$ cat src/rtl/conv_addr_gen.sv
// Address/control sequencer for a multi-channel 2-D convolution layer.
// Walks oc, oy, ox, ic, ky, kx and emits one registered feature/weight tap per non-stalled cycle.
module conv_addr_gen #(
    parameter int IN_CH     = 6,
    parameter int OUT_CH    = 16,
    parameter int IN_W      = 12,
    parameter int IN_H      = 12,
    parameter int K_W       = 5,
    parameter int K_H       = 5,
    parameter int STRIDE    = 1,
    parameter int PAD       = 0,
    parameter int DRAIN_CYC = 3,
    parameter int ADDR_PIC  = 10,
    parameter int ADDR_W    = 12,
    parameter int ADDR_OUT  = 10
) (
    input  logic                clk,
    input  logic                rstn,
    input  logic                start,
    input  logic                stall,
    output logic                busy,
    output logic                done,
    output logic                tap_valid,
    output logic                ena_pic,
    output logic [ADDR_PIC-1:0] address_pic,
    output logic                pad,
    output logic                ena_w,
    output logic [ADDR_W-1:0]   addra_w,
    output logic                acc_first,
    output logic                acc_last,
    output logic [ADDR_OUT-1:0] addr_out
);

    localparam int OUT_W = (IN_W + 2 * PAD - K_W) / STRIDE + 1;
    localparam int OUT_H = (IN_H + 2 * PAD - K_H) / STRIDE + 1;

    // Handshake: start is a one-cycle request taken only in IDLE; stall freezes
    // the loop nest in RUN only; busy spans accepted start through the done cycle.
    typedef enum logic [1:0] {S_IDLE, S_RUN, S_DRAIN, S_DONE} state_t;
    state_t state;

    logic [15:0] oc, oy, ox, ic, ky, kx, drain_cnt;
    logic kx_end, ky_end, ic_end, ox_end, oy_end, oc_end, last_tap;
    logic signed [31:0] iy, ix;
    logic in_range;
    logic [ADDR_PIC-1:0] pic_addr;
    logic [ADDR_W-1:0]   w_addr;
    logic [ADDR_OUT-1:0] o_addr;

    function automatic logic signed [31:0] ext(input logic [15:0] v);
        return $signed({16'd0, v});
    endfunction

    always_comb begin
        kx_end   = (kx == 16'(K_W - 1));
        ky_end   = (ky == 16'(K_H - 1));
        ic_end   = (ic == 16'(IN_CH - 1));
        ox_end   = (ox == 16'(OUT_W - 1));
        oy_end   = (oy == 16'(OUT_H - 1));
        oc_end   = (oc == 16'(OUT_CH - 1));
        last_tap = kx_end && ky_end && ic_end && ox_end && oy_end && oc_end;
        // Signed so taps reaching into the left/top padding go negative.
        iy       = ext(oy) * STRIDE + ext(ky) - PAD;
        ix       = ext(ox) * STRIDE + ext(kx) - PAD;
        in_range = (iy >= 0) && (iy < IN_H) && (ix >= 0) && (ix < IN_W);
        pic_addr = ADDR_PIC'(ext(ic) * (IN_H * IN_W) + iy * IN_W + ix);
        w_addr   = ADDR_W'(((ext(oc) * IN_CH + ext(ic)) * K_H + ext(ky)) * K_W + ext(kx));
        o_addr   = ADDR_OUT'(ext(oc) * (OUT_H * OUT_W) + ext(oy) * OUT_W + ext(ox));
    end

    always_ff @(posedge clk or negedge rstn) begin
        if (!rstn) begin
            state       <= S_IDLE;
            oc          <= '0;
            oy          <= '0;
            ox          <= '0;
            ic          <= '0;
            ky          <= '0;
            kx          <= '0;
            drain_cnt   <= '0;
            busy        <= 1'b0;
            done        <= 1'b0;
            tap_valid   <= 1'b0;
            ena_pic     <= 1'b0;
            ena_w       <= 1'b0;
            pad         <= 1'b0;
            acc_first   <= 1'b0;
            acc_last    <= 1'b0;
            address_pic <= '0;
            addra_w     <= '0;
            addr_out    <= '0;
        end else begin
            done      <= 1'b0;
            tap_valid <= 1'b0;
            ena_pic   <= 1'b0;
            ena_w     <= 1'b0;
            pad       <= 1'b0;
            acc_first <= 1'b0;
            acc_last  <= 1'b0;
            case (state)
                S_IDLE: begin
                    if (start) begin
                        state <= S_RUN;
                        busy  <= 1'b1;
                    end
                end
                S_RUN: begin
                    if (!stall) begin
                        tap_valid   <= 1'b1;
                        ena_w       <= 1'b1;
                        ena_pic     <= in_range;
                        pad         <= !in_range;
                        address_pic <= in_range ? pic_addr : '0;
                        addra_w     <= w_addr;
                        addr_out    <= o_addr;
                        acc_first   <= (ic == 16'd0) && (ky == 16'd0) && (kx == 16'd0);
                        acc_last    <= ic_end && ky_end && kx_end;
                        // Odometer advance; the final tap wraps every counter back to 0.
                        if (!kx_end) kx <= kx + 16'd1;
                        else begin
                            kx <= '0;
                            if (!ky_end) ky <= ky + 16'd1;
                            else begin
                                ky <= '0;
                                if (!ic_end) ic <= ic + 16'd1;
                                else begin
                                    ic <= '0;
                                    if (!ox_end) ox <= ox + 16'd1;
                                    else begin
                                        ox <= '0;
                                        if (!oy_end) oy <= oy + 16'd1;
                                        else begin
                                            oy <= '0;
                                            oc <= oc_end ? 16'd0 : oc + 16'd1;
                                        end
                                    end
                                end
                            end
                        end
                        if (last_tap) begin
                            state     <= S_DRAIN;
                            drain_cnt <= '0;
                        end
                    end
                end
                S_DRAIN: begin
                    address_pic <= '0;
                    addra_w     <= '0;
                    addr_out    <= '0;
                    if (drain_cnt == 16'(DRAIN_CYC)) begin
                        state <= S_DONE;
                        done  <= 1'b1;
                    end else begin
                        drain_cnt <= drain_cnt + 16'd1;
                    end
                end
                S_DONE: begin
                    state <= S_IDLE;
                    busy  <= 1'b0;
                end
                default: state <= S_IDLE;
            endcase
        end
    end

endmodule
$ cat config.mk
export PLATFORM = sky130hd
export DESIGN_NAME = conv_addr_gen
export DESIGN_NICKNAME = d
export VERILOG_FILES = /design/src/rtl/conv_addr_gen.sv
export SDC_FILE = /design/constraint.sdc
export NUM_CORES = 1
export LEC_CHECK = 0
export ABC_CLOCK_PERIOD_IN_PS = 9100
export BUFFER_PORTS_ARGS = -buffer_cell sky130_fd_sc_hd__buf_2
export CAP_MARGIN = 20
export CORE_MARGIN = 2
export CORE_UTILIZATION = 49
export DETAILED_ROUTE_END_ITERATION = 12
export PLACE_DENSITY_LB_ADDON = 0.1
export RECOVER_POWER = 25
export SLEW_MARGIN = 20
export SYNTH_ARGS = -nofsm -noshare
export SYNTH_HDL_FRONTEND = slang
export SYNTH_SLANG_ARGS = --single-unit
$ cat constraint.sdc
create_clock -name clk -period 9.1 [get_ports clk]
set_input_delay 0.455 -clock clk [delete_from_list [all_inputs] [get_ports clk]]
set_output_delay 0.455 -clock clk [all_outputs]
set_load 0.005 [all_outputs]
; Yosys cells after proc, flatten, opt, wreduce, memory -nomap -nowiden
; Index checks and enable logic that the tools add are counted.
[classes]
addsub = 16
mul = 5
n_lt_le_gt_ge = 4
n_eq_ne = 15
mux = 36
bitwise = 1
reduce_logical = 29
[ops]
columns = cell, n
row1 = 16-bit 2-to-1 mux, 9
row2 = "16-bit by 1-bit adder with 16-bit output, second input constant", 7
row3 = "16-bit by 3-bit equality test with 1-bit output, second input constant", 5
row4 = 16-bit logical NOT, 3
row5 = 10-bit adder, 4
row6 = 10-bit one-hot mux with 2 select lines, 2
row7 = 16-bit by 16-bit adder with 17-bit output, 2
row8 = "17-bit by 1-bit greater-or-equal comparator with 1-bit output, second input constant", 2
row9 = "17-bit by 4-bit less-than comparator with 1-bit output, second input constant", 2
row10 = 16-bit one-hot mux with 2 select lines, 1
row11 = 10-bit 2-to-1 mux, 3
row12 = 23-bit by 16-bit adder with 24-bit output, 1
row13 = "24-bit by 3-bit multiplier with 12-bit output, second input constant", 1
row14 = 12-bit one-hot mux with 2 select lines, 1
row15 = "20-bit by 3-bit multiplier with 23-bit output, second input constant", 1
row16 = 19-bit by 16-bit adder with 20-bit output, 1
row17 = "16-bit by 2-bit multiplier with 18-bit output, second input constant", 1
row18 = "17-bit by 2-bit multiplier with 8-bit output, second input constant", 1
row19 = "16-bit by 2-bit equality test with 1-bit output, second input constant", 1
row20 = "16-bit by 4-bit equality test with 1-bit output, second input constant", 1
row21 = "16-bit by 4-bit multiplier with 6-bit output, second input constant", 1
row22 = 1-bit 2-to-1 mux, 13
row23 = 12-bit adder, 1
row24 = 1-bit logical AND, 12
row25 = 17 further kinds, 30
[totals]
ff_bits = 153
in_bits = 4
elab_cells = 124

; Logic depth before layout (Yosys ltp)
[depth]
depth_word = 9
ltp_mapped = 34

; Least setup slack after synthesis
; No wires, ideal clock.
[synth_timing]
path_kind = reg-to-reg
from = register oc[0]
to = register addra_w[11]
setup_ns = 0.121
arrival_ns = 6.658
path_slack_ns = 2.321
path_stages_with_launch = 35
n_path_buf = 0
path_cell_list = dfrtp_1 > ha_1 > inv_1 > fa_1 > nor2b_1 > o21ai_0 > a21boi_0 > o21ai_0 > nand2b_1 > a21o_1 > a21oi_1 > xnor2_1 > ha_1 > mux2i_1 > o311ai_0 > a211o_1 > ha_1 > inv_1 > fa_1 > inv_1 > ha_1 > inv_1 > or3_1 > mux2i_1 > nand3b_1 > ha_1 > inv_1 > fa_1 > inv_1 > ha_1 > a21oi_1 > o21ai_0 > xor2_1 > xnor3_1 > a22o_1
[synth_between]
elab_chain_cells = 8
[synth_rtl]
columns = item, line
row1 = "start, declared", 42  ; logic [15:0] oc, oy, ox, ic, ky, kx, drain_cnt;
row2 = "start signal, assigned", 134  ; oc <= oc_end ? 16'd0 : oc + 16'd1;
row3 = 16-bit by 2-bit multiplier with 18-bit output, 67  ; w_addr = ADDR_W'(((ext(oc) * IN_CH + ext(ic)) * K_H + ext(ky)) * K_W + ext(kx));
row4 = 19-bit by 16-bit adder with 20-bit output, 67
row5 = 20-bit by 3-bit multiplier with 23-bit output, 67
row6 = 23-bit by 16-bit adder with 24-bit output, 67
row7 = 24-bit by 3-bit multiplier with 12-bit output, 67
row8 = 12-bit adder, 67
row9 = 12-bit 2-to-1 mux, 108  ; if (!stall) begin
row10 = 12-bit one-hot mux with 2 select lines, 100  ; case (state)
row11 = "end signal, assigned", 114  ; addra_w <= w_addr;
row12 = "end, declared", 28  ; output logic [ADDR_W-1:0] addra_w,
; Every way passes these cells. The select of a mux whose other input is x is not followed.
; A chain may end at the register's enable or synchronous reset.

; Worst setup path after layout
; Ends and elaborated chain as after synthesis.

==> summary.md <==
| Metric | Value |
|---|---|
| Status | `complete, but fails checks` |
| Failing checks | `max-capacitance violations, max-slew violations` |
| Dpl cell area | `12600 um2` |
| Layout Skew | `13.2 ps` |
| Synthesized Nets | `1497` |
| CP required | `9420 ps` |
| Slew HR | `-200%` |
| Mapped Area | `12000 um2` |
| Dpl cells | `1672` |
| N_diodes | `0` |
| Post-Route WL | `29400 um` |
| Adder-Cell Fraction of Synth Area | `20.2%` |
| DRT iter0 DRCs | `650` |
| Crit path buf inv count | `6` |
| CP top delay family | `adder cells` |
| Synth Area in Compound Gates | `12.1%` |
| Layout cells sized above 1 | `6.88%` |
| Setup TNS | `0 ps` |
| Post-synthesis sequential area ratio | `31.9%` |
| Number of synthesized register bits | `153` |
| Tot Pwr | `1.97 mW` |
| Crit path kind | `reg -> reg` |
| Final setup violation count | `0` |
| CTS Sinks | `153` |
| Max Cap Viol | `1` |
| FP Rows | `57` |
| Nets | `1545` |
| Setup Fix Bufs, Post-CTS | `0` |
| Starting Density | `49.6%` |
| CTS root buf | `clkbuf_16` |
| GRT Resource Usage Total | `23.8%` |
| Largest net degree at the start of global routing | `84` |
| Post-synth top area share | `31.9%` |
| Chip Width | `160 um` |
| Cts repair resizes | `0` |
| CTS tree | `done` |
| Fmax | `0.136 GHz` |
| Die ar. | `25700 um2` |
| Post-Synth Simple-Gate Area | `17.9%` |
| Crit path launch type | `flop` |
| Leak | `6.64 nW` |
| Synth Area in XOR/XNOR | `11.5%` |
| Leading cell type in the layout, fill and taps excluded | `inv_1` |
| Synth warnings | `0` |
| CTS Buf Count | `17` |
| Latest clock arrival within the worst-skew pair | `440 ps` |
| VDD IR-drop max | `0.0000951 V` |
| Antenna violations before repair | `0` |
| Post-synthesis mux area share | `0.689%` |
| P per Cell Area | `150 nW/um2` |
| RD Place Congestion | `0.886` |
| Synth Area per Inst | `9.09 um2` |
| Design area | `13200 um2` |
| Crit path DAT | `7680 ps` |
| Most frequent cells in the layout | `inv_1, dfrtp_1, ha_1` |
| Worst min-delay path class | `in -> reg` |
| Area growth syn-to-layout | `9.86%` |
| Min Tclk post-route | `7360 ps` |
| Critical path peak fanout | `7` |
| CP max stage delay | `490 ps` |
| Clock buffer depth | `2` |
| Worst Slack Setup Final | `1740 ps` |
| Die height | `160 um` |
| Final Hold Violating Endpoints | `0` |
| Max-slew violations | `84` |
| Worst-path clk slew | `70 ps` |
| Vias in the first global route | `8922` |
| First-pass GRT wire length | `48300 um` |
| Pin slew with the least headroom to its limit | `4500 ps` |
| DR pass1 iterations | `5` |
| Post-synth EDFFs | `0` |
| WL per Instance | `17.3 um` |
| Total gr overflow | `0` |
| Largest family of logic cells by synthesized area | `adder cells` |
| Async SR Flop Fraction | `100%` |
| IO Count | `44` |
| Final period util | `80.8%` |
| Vias | `9258` |
| Residual DRC | `0` |
| Core area | `24200 um2` |
| CP Capture Type | `flop` |
| Top_reg_cell synth | `dfrtp_1` |
| Dpl ws | `1800 ps` |
| Largest cells by area after synthesis | `dfrtp_1, ha_1, xnor2_1, fa_1, inv_1` |
| Post-DRT Antenna Nets | `0` |
| Area leader, netlist | `dfrtp_1` |
| DP HPWL | `23000 um` |
| Fin cells | `1704` |
| Worst-path cell with the longest stage delay | `dfrtp_1` |
| Unrepaired setup endpoints after global routing | `no` |
| Synth Instances | `1319` |
| Yosys cell types | `66` |
| H-tree depth | `4` |
| Cts hold-fix bufs | `0` |
| Buffers added on ports | `43` |
| Routed vias/inst | `5.43` |
==> power by group <==
part / leakage [nW] / switching [mW] / internal, mW / total, mW
registers: 2.05 / 0.0561 / 0.732 / 0.789
logic: 4.30 / 0.264 / 0.170 / 0.434
clock network: 0.296 / 0.327 / 0.420 / 0.747
==> sequential cells by signal, summed over array words and instances, names as in the netlist <==
signal       flops
pad              1
acc_last         1
oy              16
done             1
drain_cnt       16
busy             1
ena_pic          1
oc              16
address_pic     10
acc_first        1
ena_w            1
ky              16
state            2
ic              16
ox              16
kx              16
addr_out        10
addra_w         12
==> synth_stat cells (3+ instances only) <==
| library cell | instances |
|---|---|
| nand4_1 | 23 |
| and2_1 | 7 |
| o41ai_1 | 4 |
| or4_1 | 3 |
| nand3_1 | 58 |
| inv_1 | 160 |
| nor2b_1 | 10 |
| nor3_1 | 23 |
| dfrtp_1 | 153 |
| o21bai_1 | 13 |
| o2111ai_1 | 3 |
| a211oi_1 | 4 |
| a21o_1 | 19 |
| o21a_1 | 8 |
| o211ai_1 | 3 |
| or2_2 | 3 |
| or3_1 | 9 |
| and3_1 | 20 |
| fa_1 | 33 |
| a22o_1 | 12 |
| nand3b_1 | 7 |
| nor4b_1 | 6 |
| nor3b_1 | 3 |
| nand2b_1 | 8 |
| nand2_1 | 108 |
| xnor2_1 | 101 |
| clkbuf_1 | 14 |
| ha_1 | 141 |
| a21oi_1 | 49 |
| xor2_1 | 51 |
| and4_1 | 6 |
| mux2i_1 | 6 |
| nor2_2 | 3 |
| o21ai_0 | 81 |
| nor2_1 | 85 |
| nor4_1 | 28 |
| o31ai_1 | 7 |
| a31oi_1 | 8 |
==> path summary, 6_finish.rpt <==
kind	from	endpoint	slack, ps	depth (start not counted)
min	start	busy	440	5
max in group asynchronous	rstn	oy[5]	4790	2
min in group asynchronous	rstn	address_pic[2]	1610	1
max reg2reg	oc[0]	addra_w[11]	1740	34
max	oc[0]	addra_w[11]	1740	34
min reg2reg	addra_w[9]	addra_w[9]	470	2
==> area by class of cell <==
type	count	area, um2
inverter	161	604
multi-input combinational	986	7480
clock inverter	14	161
timing repair buffer	48	251
fill	2222	11000
clock buffer	18	439
sequential	153	3830
tap	324	405
==> tightest hold or removal path, stage by stage <==
cell and delay [ps]:
buf_2 80, inv_1 50, mux2i_1 110, nand2_1 60
o21ai_0 70
==> per-layer routing <==
metal / GRT usage, % / vias up / routed length [um]
li1: - / 4651 / -
met1: 35.6 / 4426 / 15000
met2: 36.1 / 154 / 12900
met3: 4.08 / 27 / 1160
met4: 5.69 / 0 / 367
met5: 0 / - / 0
==> per-stage QoR <==
stage | hold slack (ps) | utilization [%]
2_1_floorplan | 159 | -
3_3_place_gp | 458 | 52.0
3_5_place_dp | 465 | 52.0
4_1_cts | 95.6 | 54.5
5_1_grt | 480 | 54.5
6_report | 436 | 54.5
==> cell families (layout without fill, tap and decap cells) <==
| kind of cell | Yosys count | in the layout |
|---|---|---|
| muxes | 8 | 8 |
| adders and majority gates | 174 | 174 |
| AOI/OAI and AO/OA | 230 | 230 |
| xor gates and xnor gates | 154 | 154 |
| buffers and inverters | 180 | 241 |
| and+or+nand+nor | 420 | 420 |
| DFF | 153 | 153 |
(Power assumes the default switching activity.)
